### config.mk
export PLATFORM = sky130hd
export DESIGN_NAME = fetch_prefetch_unit
export DESIGN_NICKNAME = d
export VERILOG_FILES = /design/src/rtl/fetch_prefetch_unit_pkg.sv /design/src/rtl/fetch_prefetch_unit_sync_fifo.sv /design/src/rtl/fetch_prefetch_unit.sv
export SDC_FILE = /design/constraint.sdc
export NUM_CORES = 1
export LEC_CHECK = 0
export ABC_AREA = 1
export BUFFER_PORTS_ARGS = -buffer_cell sky130_fd_sc_hd__buf_2
export CELL_PAD_IN_SITES_DETAIL_PLACEMENT = 1
export CELL_PAD_IN_SITES_GLOBAL_PLACEMENT = 1
export CORE_ASPECT_RATIO = 0.7
export CORE_MARGIN = 1
export CORE_UTILIZATION = 50
export CTS_CLUSTER_DIAMETER = 40
export DETAILED_ROUTE_END_ITERATION = 10
export GPL_TIMING_DRIVEN = 0
export PLACE_DENSITY_LB_ADDON = 0.1
export SETUP_SLACK_MARGIN = 0.15
export SYNTH_ARGS = -nofsm -noshare
export SYNTH_HDL_FRONTEND = slang
export SYNTH_SLANG_ARGS = --single-unit
### constraint.sdc
create_clock -name clk -period 11 [get_ports clk]
set_input_delay 0 -clock clk [delete_from_list [all_inputs] [get_ports clk]]
set_output_delay 0 -clock clk [all_outputs]
set_load 0.005 [all_outputs]
### src/rtl/fetch_prefetch_unit_pkg.sv
// ---------------------------------------------------------------------------
// fetch_prefetch_unit_pkg
// Shared types and constants for the instruction fetch / prefetch unit.
//   XLEN           : datapath / address width
//   INST_NOP       : value presented on inst_out when no instruction is valid
//   PC_STEP        : fetch address increment (one 32-bit word)
//   fetch_entry_t  : prefetch queue entry {pc, inst}
//   clog2()        : pointer width for a power-of-two FIFO depth
//   sat_add()      : 32-bit saturating add used by the optional perf counters
// ---------------------------------------------------------------------------
package fetch_prefetch_unit_pkg;

  localparam int XLEN = 32;

  localparam logic [XLEN-1:0] INST_NOP = 32'h0000_0000;
  localparam logic [XLEN-1:0] PC_STEP  = 32'd4;

  typedef struct packed {
    logic [XLEN-1:0] pc;
    logic [XLEN-1:0] inst;
  } fetch_entry_t;

  function automatic int clog2(input int value);
    int r;
    r = 0;
    for (int v = value - 1; v > 0; v = v >> 1) r++;
    return r;
  endfunction

  function automatic logic [31:0] sat_add(input logic [31:0] a, input logic [31:0] b);
    logic [32:0] s;
    s = {1'b0, a} + {1'b0, b};
    return s[32] ? 32'hFFFF_FFFF : s[31:0];
  endfunction

endpackage

### src/rtl/fetch_prefetch_unit_sync_fifo.sv
// ---------------------------------------------------------------------------
// sync_fifo
// Single-clock show-ahead FIFO. The head entry is visible on 'head' whenever
// 'empty' is low; 'pop' consumes it at the clock edge.
// Ports:
//   clk, reset        : clock, asynchronous active-low reset
//   push, push_data   : write an entry (accepted when not full, or when full
//                       and popping in the same cycle)
//   pop               : consume the head entry (ignored when empty)
//   flush             : discard all entries (wins over push/pop)
//   head              : current head entry
//   full, empty, count: occupancy status
// ---------------------------------------------------------------------------
module sync_fifo
  import fetch_prefetch_unit_pkg::*;
#(
  parameter int WIDTH = 32,
  parameter int DEPTH = 4
) (
  input  logic                  clk,
  input  logic                  reset,
  input  logic                  push,
  input  logic [WIDTH-1:0]      push_data,
  input  logic                  pop,
  input  logic                  flush,
  output logic [WIDTH-1:0]      head,
  output logic                  full,
  output logic                  empty,
  output logic [clog2(DEPTH):0] count
);

  localparam int PW = clog2(DEPTH);

  logic [WIDTH-1:0] mem [DEPTH];
  logic [PW-1:0]    wr_ptr;
  logic [PW-1:0]    rd_ptr;
  logic             do_push;
  logic             do_pop;

  assign empty   = (count == '0);
  assign full    = (count == (PW+1)'(DEPTH));
  assign do_pop  = pop && !empty && !flush;
  assign do_push = push && (!full || do_pop) && !flush;
  assign head    = mem[rd_ptr];

  // NOTE: sequential state uses non-blocking assignments so every flop
  // samples the pre-edge values of its neighbours, independent of order.
  always_ff @(posedge clk or negedge reset) begin
    if (!reset) begin
      wr_ptr <= '0;
      rd_ptr <= '0;
      count  <= '0;
    end else if (flush) begin
      wr_ptr <= '0;
      rd_ptr <= '0;
      count  <= '0;
    end else begin
      if (do_push) wr_ptr <= wr_ptr + PW'(1);
      if (do_pop)  rd_ptr <= rd_ptr + PW'(1);
      case ({do_push, do_pop})
        2'b10:   count <= count + (PW+1)'(1);
        2'b01:   count <= count - (PW+1)'(1);
        default: count <= count;
      endcase
    end
  end

  // NOTE: the storage array is deliberately not reset; pointers and count
  // define which entries are meaningful, so the array can map onto RAM.
  always_ff @(posedge clk) begin
    if (do_push) mem[wr_ptr] <= push_data;
  end

endmodule

### src/rtl/fetch_prefetch_unit.sv
// ---------------------------------------------------------------------------
// fetch_prefetch_unit
// Instruction fetch stage feeding the IF/ID register. Owns the PC, issues
// in-order word fetches, buffers returned instructions with their PC in a
// DEPTH-entry show-ahead prefetch queue, and flushes on EX redirects.
// Optional feature macro: FETCH_PERF_CNT_EN (adds saturating perf counters).
// Ports:
//   clk, reset                     : clock, asynchronous active-low reset
//   imem_req_valid/ready/addr      : fetch request channel (valid/ready)
//   imem_rsp_valid/data            : in-order response channel (valid only)
//   redirect_valid, redirect_pc    : taken branch / jump from EX (pulse)
//   stall                          : decode cannot accept this cycle
//   inst_valid, inst_out, inst_pc  : queue head toward IF/ID
//   pc_plus4                       : inst_pc + 4
//   perf_fetched/flushed/stall_cyc : (FETCH_PERF_CNT_EN only) counters
// ---------------------------------------------------------------------------
module fetch_prefetch_unit
  import fetch_prefetch_unit_pkg::*;
#(
  parameter int              DEPTH    = 4,
  parameter logic [XLEN-1:0] RESET_PC = 32'h0000_0000
) (
  input  logic            clk,
  input  logic            reset,
  output logic            imem_req_valid,
  input  logic            imem_req_ready,
  output logic [XLEN-1:0] imem_req_addr,
  input  logic            imem_rsp_valid,
  input  logic [XLEN-1:0] imem_rsp_data,
  input  logic            redirect_valid,
  input  logic [XLEN-1:0] redirect_pc,
  input  logic            stall,
  output logic            inst_valid,
  output logic [XLEN-1:0] inst_out,
  output logic [XLEN-1:0] inst_pc,
  output logic [XLEN-1:0] pc_plus4
`ifdef FETCH_PERF_CNT_EN
  ,
  output logic [31:0]     perf_fetched,
  output logic [31:0]     perf_flushed,
  output logic [31:0]     perf_stall_cyc
`endif
);

  localparam int              CW      = clog2(DEPTH) + 1;
  localparam logic [CW:0]     DEPTH_W = (CW+1)'(DEPTH);

  logic [XLEN-1:0] fetch_pc;
  logic [CW-1:0]   drain;      // responses still owed to pre-redirect requests
  logic [CW-1:0]   q_count;
  logic [CW-1:0]   tag_count;  // equals the number of requests in flight
  logic            q_full, q_empty, tag_full, tag_empty;
  fetch_entry_t    q_head, q_wr;
  logic [XLEN-1:0] tag_head;
  logic [CW:0]     occ_sum;
  logic            req_fire, rsp_fire, q_push, q_pop;

  assign occ_sum  = {1'b0, q_count} + {1'b0, tag_count};

  // Gated by reset so the request is idle while reset is held.
  assign imem_req_valid = reset && !redirect_valid && !tag_full && (occ_sum < DEPTH_W);
  assign imem_req_addr  = fetch_pc;

  assign req_fire = imem_req_valid && imem_req_ready;
  // A response with nothing outstanding is a protocol error and is ignored.
  assign rsp_fire = imem_rsp_valid && !tag_empty;
  assign q_pop    = inst_valid && !stall;
  assign q_push   = rsp_fire && (drain == '0) && !redirect_valid && !q_full;
  assign q_wr     = '{pc: tag_head, inst: imem_rsp_data};

  sync_fifo #(.WIDTH($bits(fetch_entry_t)), .DEPTH(DEPTH)) u_prefetch_q (
    .clk       (clk),
    .reset     (reset),
    .push      (q_push),
    .push_data (q_wr),
    .pop       (q_pop),
    .flush     (redirect_valid),
    .head      (q_head),
    .full      (q_full),
    .empty     (q_empty),
    .count     (q_count)
  );

  // PC tags of in-flight requests. Never flushed: stale tags are popped by
  // their own (dropped) responses while drain counts down.
  sync_fifo #(.WIDTH(XLEN), .DEPTH(DEPTH)) u_tag_q (
    .clk       (clk),
    .reset     (reset),
    .push      (req_fire),
    .push_data (fetch_pc),
    .pop       (rsp_fire),
    .flush     (1'b0),
    .head      (tag_head),
    .full      (tag_full),
    .empty     (tag_empty),
    .count     (tag_count)
  );

  always_ff @(posedge clk or negedge reset) begin
    if (!reset) begin
      fetch_pc <= RESET_PC;
      drain    <= '0;
    end else if (redirect_valid) begin
      // No request issues in a redirect cycle, so in-flight after this edge
      // is the current count less any response arriving now.
      fetch_pc <= {redirect_pc[XLEN-1:2], 2'b00};
      drain    <= tag_count - CW'(rsp_fire);
    end else begin
      if (req_fire)                  fetch_pc <= fetch_pc + PC_STEP;
      if (rsp_fire && drain != '0)   drain    <= drain - CW'(1);
    end
  end

  assign inst_valid = !q_empty;
  assign inst_out   = inst_valid ? q_head.inst : INST_NOP;
  assign inst_pc    = inst_valid ? q_head.pc   : '0;
  assign pc_plus4   = inst_pc + PC_STEP;

`ifdef FETCH_PERF_CNT_EN
  // Discarded by a redirect: queued entries not popped this cycle plus every
  // in-flight request that was not already stale.
  logic [31:0] flushed_now;
  assign flushed_now = 32'(q_count - CW'(q_pop)) + 32'(tag_count - drain);

  always_ff @(posedge clk or negedge reset) begin
    if (!reset) begin
      perf_fetched   <= '0;
      perf_flushed   <= '0;
      perf_stall_cyc <= '0;
    end else begin
      if (req_fire)             perf_fetched   <= sat_add(perf_fetched, 32'd1);
      if (redirect_valid)       perf_flushed   <= sat_add(perf_flushed, flushed_now);
      if (inst_valid && stall)  perf_stall_cyc <= sat_add(perf_stall_cyc, 32'd1);
    end
  end
`endif

endmodule

## Word-level counts from Yosys, hierarchy flattened

Memory sizes are Yosys's and may differ from the RTL's.
Index checks and enable logic that the tools add are counted.
W data, S select, Z words.

- Add/sub/neg operators: 13
- Magnitude comparators: 1
- Equal/unequal tests: 6
- Muxes and demuxes: 17
- Reduce and logical (&&, ||, !) cells: 34

Operator list:

| kind | count |
|---|---|
| $mux W32 | 4 |
| $add A32 B3 Y32 const B | 2 |
| $logic_and A1 B1 Y1 | 16 |
| $pmux W3 S2 | 2 |
| $reduce_bool A2 Y1 | 5 |
| $logic_not A3 Y1 | 3 |
| $mux W3 | 3 |
| $sub A3 B1 Y3 const B | 3 |
| $add A2 B1 Y2 const B | 4 |
| $mux W2 | 4 |
| $add A3 B1 Y3 const B | 2 |
| $eq A3 B3 Y1 const B | 2 |
| $logic_not A1 Y1 | 6 |
| $reduce_bool A3 Y1 | 2 |
| $add A3 B3 Y4 | 1 |
| $eq A2 B1 Y1 const B | 2 |
| $eq A2 B2 Y1 const B | 2 |
| $lt A4 B3 Y1 const B | 1 |
| $mux W1 | 4 |
| $sub A3 B1 Y3 | 1 |
| $logic_or A1 B1 Y1 | 2 |

- Flip-flop bits (word level): 49
- Memory bits (writable): 384
- Bits of input ports: 70
- Output and inout bits: 130
- Word-level logic and storage cells: 81
- Memories kept: 2

Memory list:

| memory | words | width | read ports | clocked after Yosys merged registers in | write ports | RTL line | source |
|---|---|---|---|---|---|---|---|
| u_prefetch_q.mem | 4 | 64 | 1 | 0 | 1 | fetch_prefetch_unit_sync_fifo.sv:34 | `logic [WIDTH-1:0] mem [DEPTH];` |
| u_tag_q.mem | 4 | 32 | 1 | 0 | 1 | fetch_prefetch_unit_sync_fifo.sv:34 |  |

## Depth between registers and ports, before layout

Gate-level depths: netlist of the first run.

- Depth in word-level cells: 11
- Gate-level depth with buffers: 14

## By module

A second synthesis of the first run with hierarchy kept.

- Cells, all modules: 1759
- Area, all modules: 19277.2 µm²

By module, submodules not included:

| module | instances | cells each | area an instance (µm²) |
|---|---|---|---|
| sync_fifo at u_prefetch_q | 1 | 689 | 10002.1 |
| sync_fifo at u_tag_q | 1 | 379 | 5292.6 |
| fetch_prefetch_unit | 1 | 691 | 3982.6 |

## Least setup slack after synthesis of the first run

OpenSTA, ideal clock, no wires.

- Path kind: register to register
- Start point: register drain[0]
- End point: memory u_prefetch_q.mem[0][0] (netlist bit), enable pin
- Setup time: 0.482 ns
- Arrival: 3.638 ns
- Slack: 6.880 ns
- Cell stages (with the launch flop): 9
- Buffers on the path: 0
- Period minus slack after synthesis: 4.120 ns
- Path through: dfrtp_1 > inv_1 > ha_1 > nand2_1 > inv_1 > nand3_1 > nor2_1 > inv_1 > nor2_1

- Cells in the longest elaborated chain, start to end: 8

Ends and longest elaborated chain:

| what | RTL line | source |
|---|---|---|
| start, declared | fetch_prefetch_unit.sv:49 | `logic [CW-1:0] drain;` |
| start signal, assigned | fetch_prefetch_unit.sv:107 | `drain <= tag_count - CW'(rsp_fire);` |
| start signal, assigned | fetch_prefetch_unit.sv:110 | `if (rsp_fire && drain != '0) drain <= drain - CW'(1);` |
| $logic_not A3 Y1 | fetch_prefetch_unit.sv:68 | `assign q_push = rsp_fire && (drain == '0) && !redirect_valid && !q_full;` |
| $logic_and A1 B1 Y1 (3 in a row) | fetch_prefetch_unit.sv:68 |  |
| $logic_and A1 B1 Y1 (2 in a row) | fetch_prefetch_unit_sync_fifo.sv:43 | `assign do_push = push && (!full \|\| do_pop) && !flush;` |
| $mux W1 | fetch_prefetch_unit_sync_fifo.sv:71 | `if (do_push) mem[wr_ptr] <= push_data;` |
| $mux W1 (implied by the code) | fetch_prefetch_unit_sync_fifo.sv:71 |  |
| end, declared | fetch_prefetch_unit_sync_fifo.sv:34 |  |

Every way passes these cells.

## Worst setup path in the final report of the first run

- Start point: register u_prefetch_q.count[1]
- End point: output pc_plus4[16]

- Cells in the longest elaborated chain, start to end: 3

Ends and longest elaborated chain:

| what | RTL line | source |
|---|---|---|
| start, declared | fetch_prefetch_unit_sync_fifo.sv:29 | `output logic [clog2(DEPTH):0] count` |
| start signal, assigned | fetch_prefetch_unit_sync_fifo.sv:61 | `2'b10: count <= count + (PW+1)'(1);` |
| start signal, assigned | fetch_prefetch_unit_sync_fifo.sv:62 | `2'b01: count <= count - (PW+1)'(1);` |
| start signal, assigned | fetch_prefetch_unit_sync_fifo.sv:63 | `default: count <= count;` |
| $logic_not A3 Y1 | fetch_prefetch_unit_sync_fifo.sv:40 | `assign empty = (count == '0);` |
| $mux W32 | fetch_prefetch_unit.sv:116 | `assign inst_pc = inst_valid ? q_head.pc : '0;` |
| $add A32 B3 Y32 | fetch_prefetch_unit.sv:117 | `assign pc_plus4 = inst_pc + PC_STEP;` |
| end, declared | fetch_prefetch_unit.sv:36 | `output logic [XLEN-1:0] pc_plus4` |

Every way passes these cells.

==> results.sh, run 1 <==
export IMPL_syn_to_final_growth_pct=22.0
export IMPL_diodes=0
export IMPL_status="complete, no violations"
export IMPL_cp_required_ns=11.00
export IMPL_yosysWarnings=0
export IMPL_p_per_area_nw_per_um2=216
export IMPL_rsz0062_at_grt="no"
export IMPL_finClkSkew_ns=0.0160
export IMPL_clk_pin_slew_ns=0.07
export IMPL_maxSlewHeadroom_pct=19.6
export IMPL_cts_sinks=415
export IMPL_grt_pass1_vias=15874
export IMPL_path_class="flip-flop to output pin"
export IMPL_ys_seq_area_share_pct=65.8
export IMPL_nets=2214
export IMPL_synth_cells=1803
export IMPL_final_area_um2=22700
export IMPL_cts_root_buf="clkbuf_16"
export IMPL_clockBufferDepth=3
export IMPL_portBuffers=190
export IMPL_fin_crit_sh_pct=34.0
export IMPL_layout_commonest_cell="nand2_1"
export IMPL_overflow=0
export IMPL_critPathMaxStageDelay_ns=0.43
export IMPL_slew_viol_final=0
export IMPL_cts_tree="yes"
export IMPL_synth_seq_cells=415
export IMPL_dieHeight_um=163
export IMPL_crit_arrival_ns=3.75
export IMPL_cts_resized=0
export IMPL_cp_max_fo=10
export IMPL_ys_types=36
export IMPL_layout_common_cells="406 x nand2_1, 368 x edfxtp_1, 301 x nor2_1"
export IMPL_die_w_um=232
export IMPL_core_um2=36300
export IMPL_drive_gt1_share_pct=16.6
export IMPL_postSynthAreaPerCell_um2=10.3
export IMPL_synth_area_um2=18600
export IMPL_tns_ns=0
export IMPL_io_pins=200
export IMPL_numCtsBuffers=46
export IMPL_start_util_pct=51.2
export IMPL_cts_hold_buf=67
export IMPL_crit_path_frequent_cell="inv_1"
export IMPL_cellLeakagePower_nw=8.95
export IMPL_clk_latency_ns=0.57
export IMPL_tightest_slew_ns=1.21
export IMPL_ant_nets=0
export IMPL_row_count=58
export IMPL_cts_setup_buffers=0
export IMPL_grt_util_all_layers_pct=33.9
export IMPL_place_area_um2=20500
export IMPL_drt_pass1_iter_count=5
export IMPL_min_period_ns=3.75
export IMPL_gp_congestion=0.940
export IMPL_start_kind="flip-flop"
export IMPL_yosys_area_top_type="edfxtp_1"
export IMPL_path_cells="inv_1 > nand3_2 > inv_2 > buf_1 > a21oi_1 > ha_1 > inv_1 > nor2_1 > nand2_2 > nor2_2 > nand2_1 > xnor2_1 > buf_2"
export IMPL_finalHoldViolations=0
export IMPL_max_cap_violations=0
export IMPL_endpoint_kind="output pin"
export IMPL_vias_per_cell=5.82
export IMPL_die_area_um2=38000
export IMPL_setup_violations=0
export IMPL_htree_levels=2
export IMPL_synthTopCellsByArea="edfxtp_1 59%, nand2_1 8.2%, dfrtp_1 6.3%"
export IMPL_drc=0
export IMPL_wl_mm=64.1
export IMPL_dp_hpwl_mm=43.7
export IMPL_synth_top_area_share_pct=59.4
export IMPL_grt_max_degree=49
export IMPL_drt_iter0_markers=1435
export IMPL_grt_first_pass_wirelength_mm=94.9
export IMPL_antenna_found_initial=1
export IMPL_hold_class="input port to flip-flop"
export IMPL_max_freq_ghz=0.267
export IMPL_vias=15350
export IMPL_wl_per_cell_um=24.3
export IMPL_vdd_ir_drop_max_mv=0.135
export IMPL_critical_path_slowest_cell="dfrtp_1"
## registers in the layout (all words and copies together) (netlist names)
register / flops
u_prefetch_q.mem: 248
u_tag_q.count: 3
u_tag_q.rd_ptr: 2
imem_req_addr: 30
u_tag_q.wr_ptr: 2
u_tag_q.mem: 120
u_prefetch_q.count: 3
drain: 3
u_prefetch_q.wr_ptr: 2
u_prefetch_q.rd_ptr: 2
## where the power goes
group	total (W)	switching, W	internal [W]
Clock	0.00160	0.000679	0.000922
Combinational	0.00129	0.000921	0.000367
Sequential	0.00201	0.0000929	0.00192
Total	0.00490	0.00169	0.00321
## per-stage QoR
stage / hold WS [ns] / std cells / total power (W) / util [%] / setup slack (ns)
finish: 0.0863 / 2639 / 0.00490 / 62.5 / 7.25
global route: 0.140 / 2639 / 0.00508 / 62.5 / 7.07
CTS: 0.0178 / 2639 / 0.00488 / 62.5 / 7.33
detailed placement: 0.215 / 2490 / 0.00327 / 56.4 / 7.54
global placement: 0.214 / 2478 / 0.00319 / 55.6 / 4.43
floorplan: -0.296 / 1808 / 0.00270 / - / 6.88
## cells by family after synthesis
group	share of synthesized area (%)
DFF	65.8
AOI/OAI and AO/OA	6.96
adders and majority gates	1.36
and+or+nand+nor	19.4
other	0.0202
xor gates and xnor gates	1.79
buffers and inverters	4.67
## metal layers
metal	GRT usage, %	wire length, um	vias up	share of wire, %
met3	7.02	5770	131	9.0
met1	47.2	26500	7736	41
li1	-	-	6766	-
met2	53.3	30200	715	47
met4	11.1	1630	2	2.5
met5	0	19	-	0.030
## layout make-up
class                      instances  area, um2
buffer                            85        425
clock buffer                      51       1170
clock inverter                    31        370
fill                            4011      13600
inverter                         118        443
multi-input combinational       1190       5580
sequential                       415      12200
tap                              480        601
timing repair buffer             269       1870
## worst max-delay path: cells and delay by family, from the launching register on
family / cells / cell delay [ns]
compound gates: 1 / 0.39
xor+xnor: 1 / 0.37
flops: 1 / 0.43
simple gates: 5 / 0.87
fa+ha+maj: 1 / 0.24
buf+inv: 5 / 0.88
## path summary, 6_finish.rpt
kind | slack (ns) | end | from | depth (start not counted)
min in group asynchronous | 0.22 | drain[0]$_DFFE_PN0P_ | reset | 2
worst max-delay path | 7.25 | pc_plus4[16] | u_prefetch_q.count[1]$_DFFE_PN0P_ | 13
max in group asynchronous | 10.02 | imem_req_addr[10]$_DFFE_PN0N_ | reset | 2
worst max register to register | 7.41 | u_tag_q.count[2]$_DFFE_PN0P_ | u_prefetch_q.count[1]$_DFFE_PN0P_ | 12
worst min register to register | 0.54 | u_tag_q.count[0]$_DFFE_PN0P_ | u_tag_q.count[0]$_DFFE_PN0P_ | 1
worst min-delay path | 0.09 | u_tag_q.wr_ptr[0]$_DFFE_PN0P_ | imem_req_ready | 3
## synth_stat cells
master and n:
a21oi_1 38, a22o_1 1, a31oi_1 1, and3_1 1, buf_1 9, buf_2 28
buf_4 9, buf_6 5, clkbuf_1 34, clkinv_1 1, conb_1 1, dfrtp_1 47
edfxtp_1 368, fa_1 2, ha_1 17, inv_1 110, inv_2 7, nand2_1 406
nand2_2 1, nand3_1 117, nand3_2 2, nand3b_1 1, nand4_1 14, nor2_1 309
nor2_2 20, nor2_4 1, nor2b_1 1, nor3_1 13, nor3_2 1, o211ai_1 16
o21ai_0 150, o21ai_1 1, o221ai_1 3, o22ai_1 30, xnor2_1 8, xor2_1 30
(Power assumes the default switching activity.)
==> run 2, diff against run 1 <==
Settings changed: ABC_AREA 1 to 0.
Clock period 11 ns to 3.5 ns, I/O delays scaled along.
==> run 2 against run 1 <==
Against the previous run: sequential power increased to 3.0 times the previous value; clock-buffer cell count up 6; non-clock buffer count decreased by 33; global-route usage down 9.1 points; critical path type unchanged; cell area decreased by 5.4%.
==> results.sh, run 2 <==
export IMPL_vias_per_cell=5.57
export IMPL_htree_levels=2
export IMPL_vias=10090
export IMPL_drc=0
export IMPL_start_util_pct=51.4
export IMPL_cp_max_fo=10
export IMPL_diodes=0
export IMPL_setup_violations=0
export IMPL_dp_cells=1652
export IMPL_cp_required_ns=3.50
export IMPL_numCtsBuffers=47
export IMPL_tightest_slew_ns=1.03
export IMPL_synth_cells=987
export IMPL_finalHoldViolations=0
export IMPL_synth_flop_cell="edfxtp_1"
export IMPL_synth_area_um2=17400
export IMPL_hold_class="input port to flip-flop"
export IMPL_min_period_ns=3.25
export IMPL_dieHeight_um=158
export IMPL_top_register="u_prefetch_q.mem"
export IMPL_synth_edf_count=368
export IMPL_clockBufferDepth=3
export IMPL_nets=1399
export IMPL_drive_gt1_share_pct=31.5
export IMPL_cts_sinks=415
export IMPL_fill_cells=3097
export IMPL_endpoint_kind="output pin"
export IMPL_dp_hpwl_mm=28.2
export IMPL_grt_first_pass_wirelength_mm=64.8
export IMPL_critPathMaxStageDelay_ns=0.41
export IMPL_finClkSkew_ns=0.0162
export IMPL_postSynth_asyncResetShare_pct=11.3
export IMPL_cts_root_buf="clkbuf_16"
export IMPL_slew_viol_final=0
export IMPL_wl_met3_mm=2.20
export IMPL_pre_cts_ws_ns=-0.451
export IMPL_cts_tree="yes"
export IMPL_wl_mm=43.0
export IMPL_ys_seq_area_share_pct=70.1
export IMPL_max_freq_ghz=0.308
export IMPL_clk_pin_slew_ns=0.06
export IMPL_yosys_area_top_type="edfxtp_1"
export IMPL_grt_max_degree=58
export IMPL_synth_top_area_share_pct=63.4
export IMPL_largest_register_ffs=248
export IMPL_critical_path_slowest_cell="dfrtp_1"
export IMPL_maxSlewHeadroom_pct=30.6
export IMPL_ant_nets=0
export IMPL_core_um2=33900
export IMPL_layout_commonest_cell="edfxtp_1"
export IMPL_io_pins=200
export IMPL_rsz0062_at_grt="yes"
export IMPL_row_count=56
export IMPL_dr_wl_met2_mm=20.3
export IMPL_fin_crit_sh_pct=92.7
export IMPL_synth_common_cells="368 x edfxtp_1, 79 x mux4_2, 63 x and2_1, 63 x nand2_1, 47 x dfrtp_1"
export IMPL_overflow=0
export IMPL_crit_path_frequent_cell="buf_6"
export IMPL_wl_per_cell_um=23.7
export IMPL_postSynthAreaPerCell_um2=17.7
export IMPL_layout_common_cells="368 x edfxtp_1, 198 x buf_2, 80 x mux4_2"
export IMPL_drt_iter0_markers=710
export IMPL_synthTopCellsByArea="edfxtp_1 63%, mux4_2 10%, dfrtp_1 6.7%"
export IMPL_cellLeakagePower_nw=7.83
export IMPL_grt_pass1_vias=10653
export IMPL_synth_seq_cells=415
export IMPL_portBuffers=191
export IMPL_antenna_found_initial=0
export IMPL_grt_util_all_layers_pct=24.8
export IMPL_gp_congestion=0.807
export IMPL_max_cap_violations=0
export IMPL_instances_no_fill=1811
export IMPL_yosysWarnings=0
export IMPL_top_layer_used="met4"
export IMPL_crit_buf_inv=3
export IMPL_die_area_um2=35600
export IMPL_register_area_um2=12200
export IMPL_crit_arrival_ns=3.25
export IMPL_syn_to_final_growth_pct=23.1
export IMPL_vdd_ir_drop_max_mv=0.482
export IMPL_drt_pass1_iter_count=4
export IMPL_path_cells="buf_6 > mux4_2 > and2_1 > ha_2 > and3_4 > nand3_2 > nor4_4 > buf_6 > nand4_1 > xnor2_1 > buf_2"
export IMPL_cp_top_family="simple AND/OR/NAND/NOR gates"
export IMPL_ys_types=64
export IMPL_synth_most_common_cell="edfxtp_1"
export IMPL_p_per_area_nw_per_um2=680
export IMPL_start_kind="flip-flop"
export IMPL_multiInputGateArea_um2=4890
export IMPL_wl_met1_mm=19.4
export IMPL_clk_latency_ns=0.55
export IMPL_status="complete, no violations"
export IMPL_die_w_um=225
export IMPL_timing_final_ws_setup_ns=0.255
export IMPL_path_class="flip-flop to output pin"
[run 2: cell count changes in the layout (fill, tap and decap cells not counted), sizes merged, moves of 67 or more]
cell   before  now
o21ai     151   28
nor2      330   36
inv       125   31
nand2     407   63
nand3     119   29
mux4        0   94
and2        0   67
[run 2: repair_timing]
action	4_1_cts	5_1_grt
pin swaps	1	0
hold endpoints to repair	209	0
buffers inserted	3	2
hold buffers	68	0
endpoints found under the setup margin	45	20
gates resized for setup	21	11
[run 2: cell type report]
cell class | instances | area share (%)
flip-flops and latches | 415 | 57.0
multi-input cells | 501 | 22.8
repair buffers | 269 | 8.51
clock buffers | 57 | 5.90
well taps | 464 | 2.70
plain buffers | 52 | 1.50
clock inverters | 29 | 1.19
inverters | 24 | 0.431
[run 2: worst register-to-register path: stages, from the launching register on]
cell and delay [ns]:
dfrtp_1 0.44, ha_1 0.29, or4b_1 0.51, or4_4 0.49, nor2_2 0.16, buf_6 0.17, nand3_1 0.14, o21ai_1 0.18
o311ai_1 0.12, dlygate4sd3_1 0.59
[run 2: stage by stage]
| step | util [%] | setup TNS (ns) | power (W) | instance area [um2] | hold WS, ns |
|---|---|---|---|---|---|
| floorplan | - | 0 | 0.00837 | 17500 | -0.296 |
| global placement | 56.0 | -145.75 | 0.00964 | 19000 | 0.209 |
| detailed placement | 56.4 | -3.41 | 0.00977 | 19100 | 0.216 |
| CTS | 63.2 | 0 | 0.0147 | 21400 | 0.0141 |
| global route | 63.3 | 0 | 0.0152 | 21500 | 0.0309 |
| finish | 63.3 | 0 | 0.0146 | 21500 | 0.0178 |
[run 2: logic make-up after synthesis]
group	after synthesis	synth area share, %
adders and majority gates	19	1.45
xor gates and xnor gates	58	2.91
and+or+nand+nor	258	8.26
other	1	0.0215
buffers and inverters	76	2.20
DFF	415	70.1
muxes	100	12.8
AOI/OAI and AO/OA	60	2.18
[run 2: worst paths after layout]
path / startpoint / end / slack (ns) / depth (start not counted)
worst min register to register: u_tag_q.count[2]$_DFFE_PN0P_ / u_tag_q.count[2]$_DFFE_PN0P_ / 0.57 / 1
worst min-delay path: imem_req_ready / u_tag_q.mem[0][30]$_DFFE_PP_ / 0.02 / 2
worst max register to register: u_tag_q.count[2]$_DFFE_PN0P_ / imem_req_addr[21]$_DFFE_PN0N_ / 0.29 / 9
worst max-delay path: u_prefetch_q.rd_ptr[0]$_DFFE_PN0P_ / pc_plus4[30] / 0.25 / 11
min in group asynchronous: reset / u_prefetch_q.rd_ptr[0]$_DFFE_PN0P_ / 0.07 / 3
max in group asynchronous: reset / u_prefetch_q.count[1]$_DFFE_PN0P_ / 3.16 / 3
[run 2: power by group]
part           switching, W  internal (W)  total [W]
registers          0.000214       0.00588    0.00610
clock network       0.00204       0.00277    0.00480
logic               0.00201       0.00168    0.00369
[run 2: routing by layer]
metal  track usage [%]  vias up
met5                 0        -
met4              8.00        0
met3              3.60       67
met2              39.5      335
met1              35.5     5195
li1                  -     4493
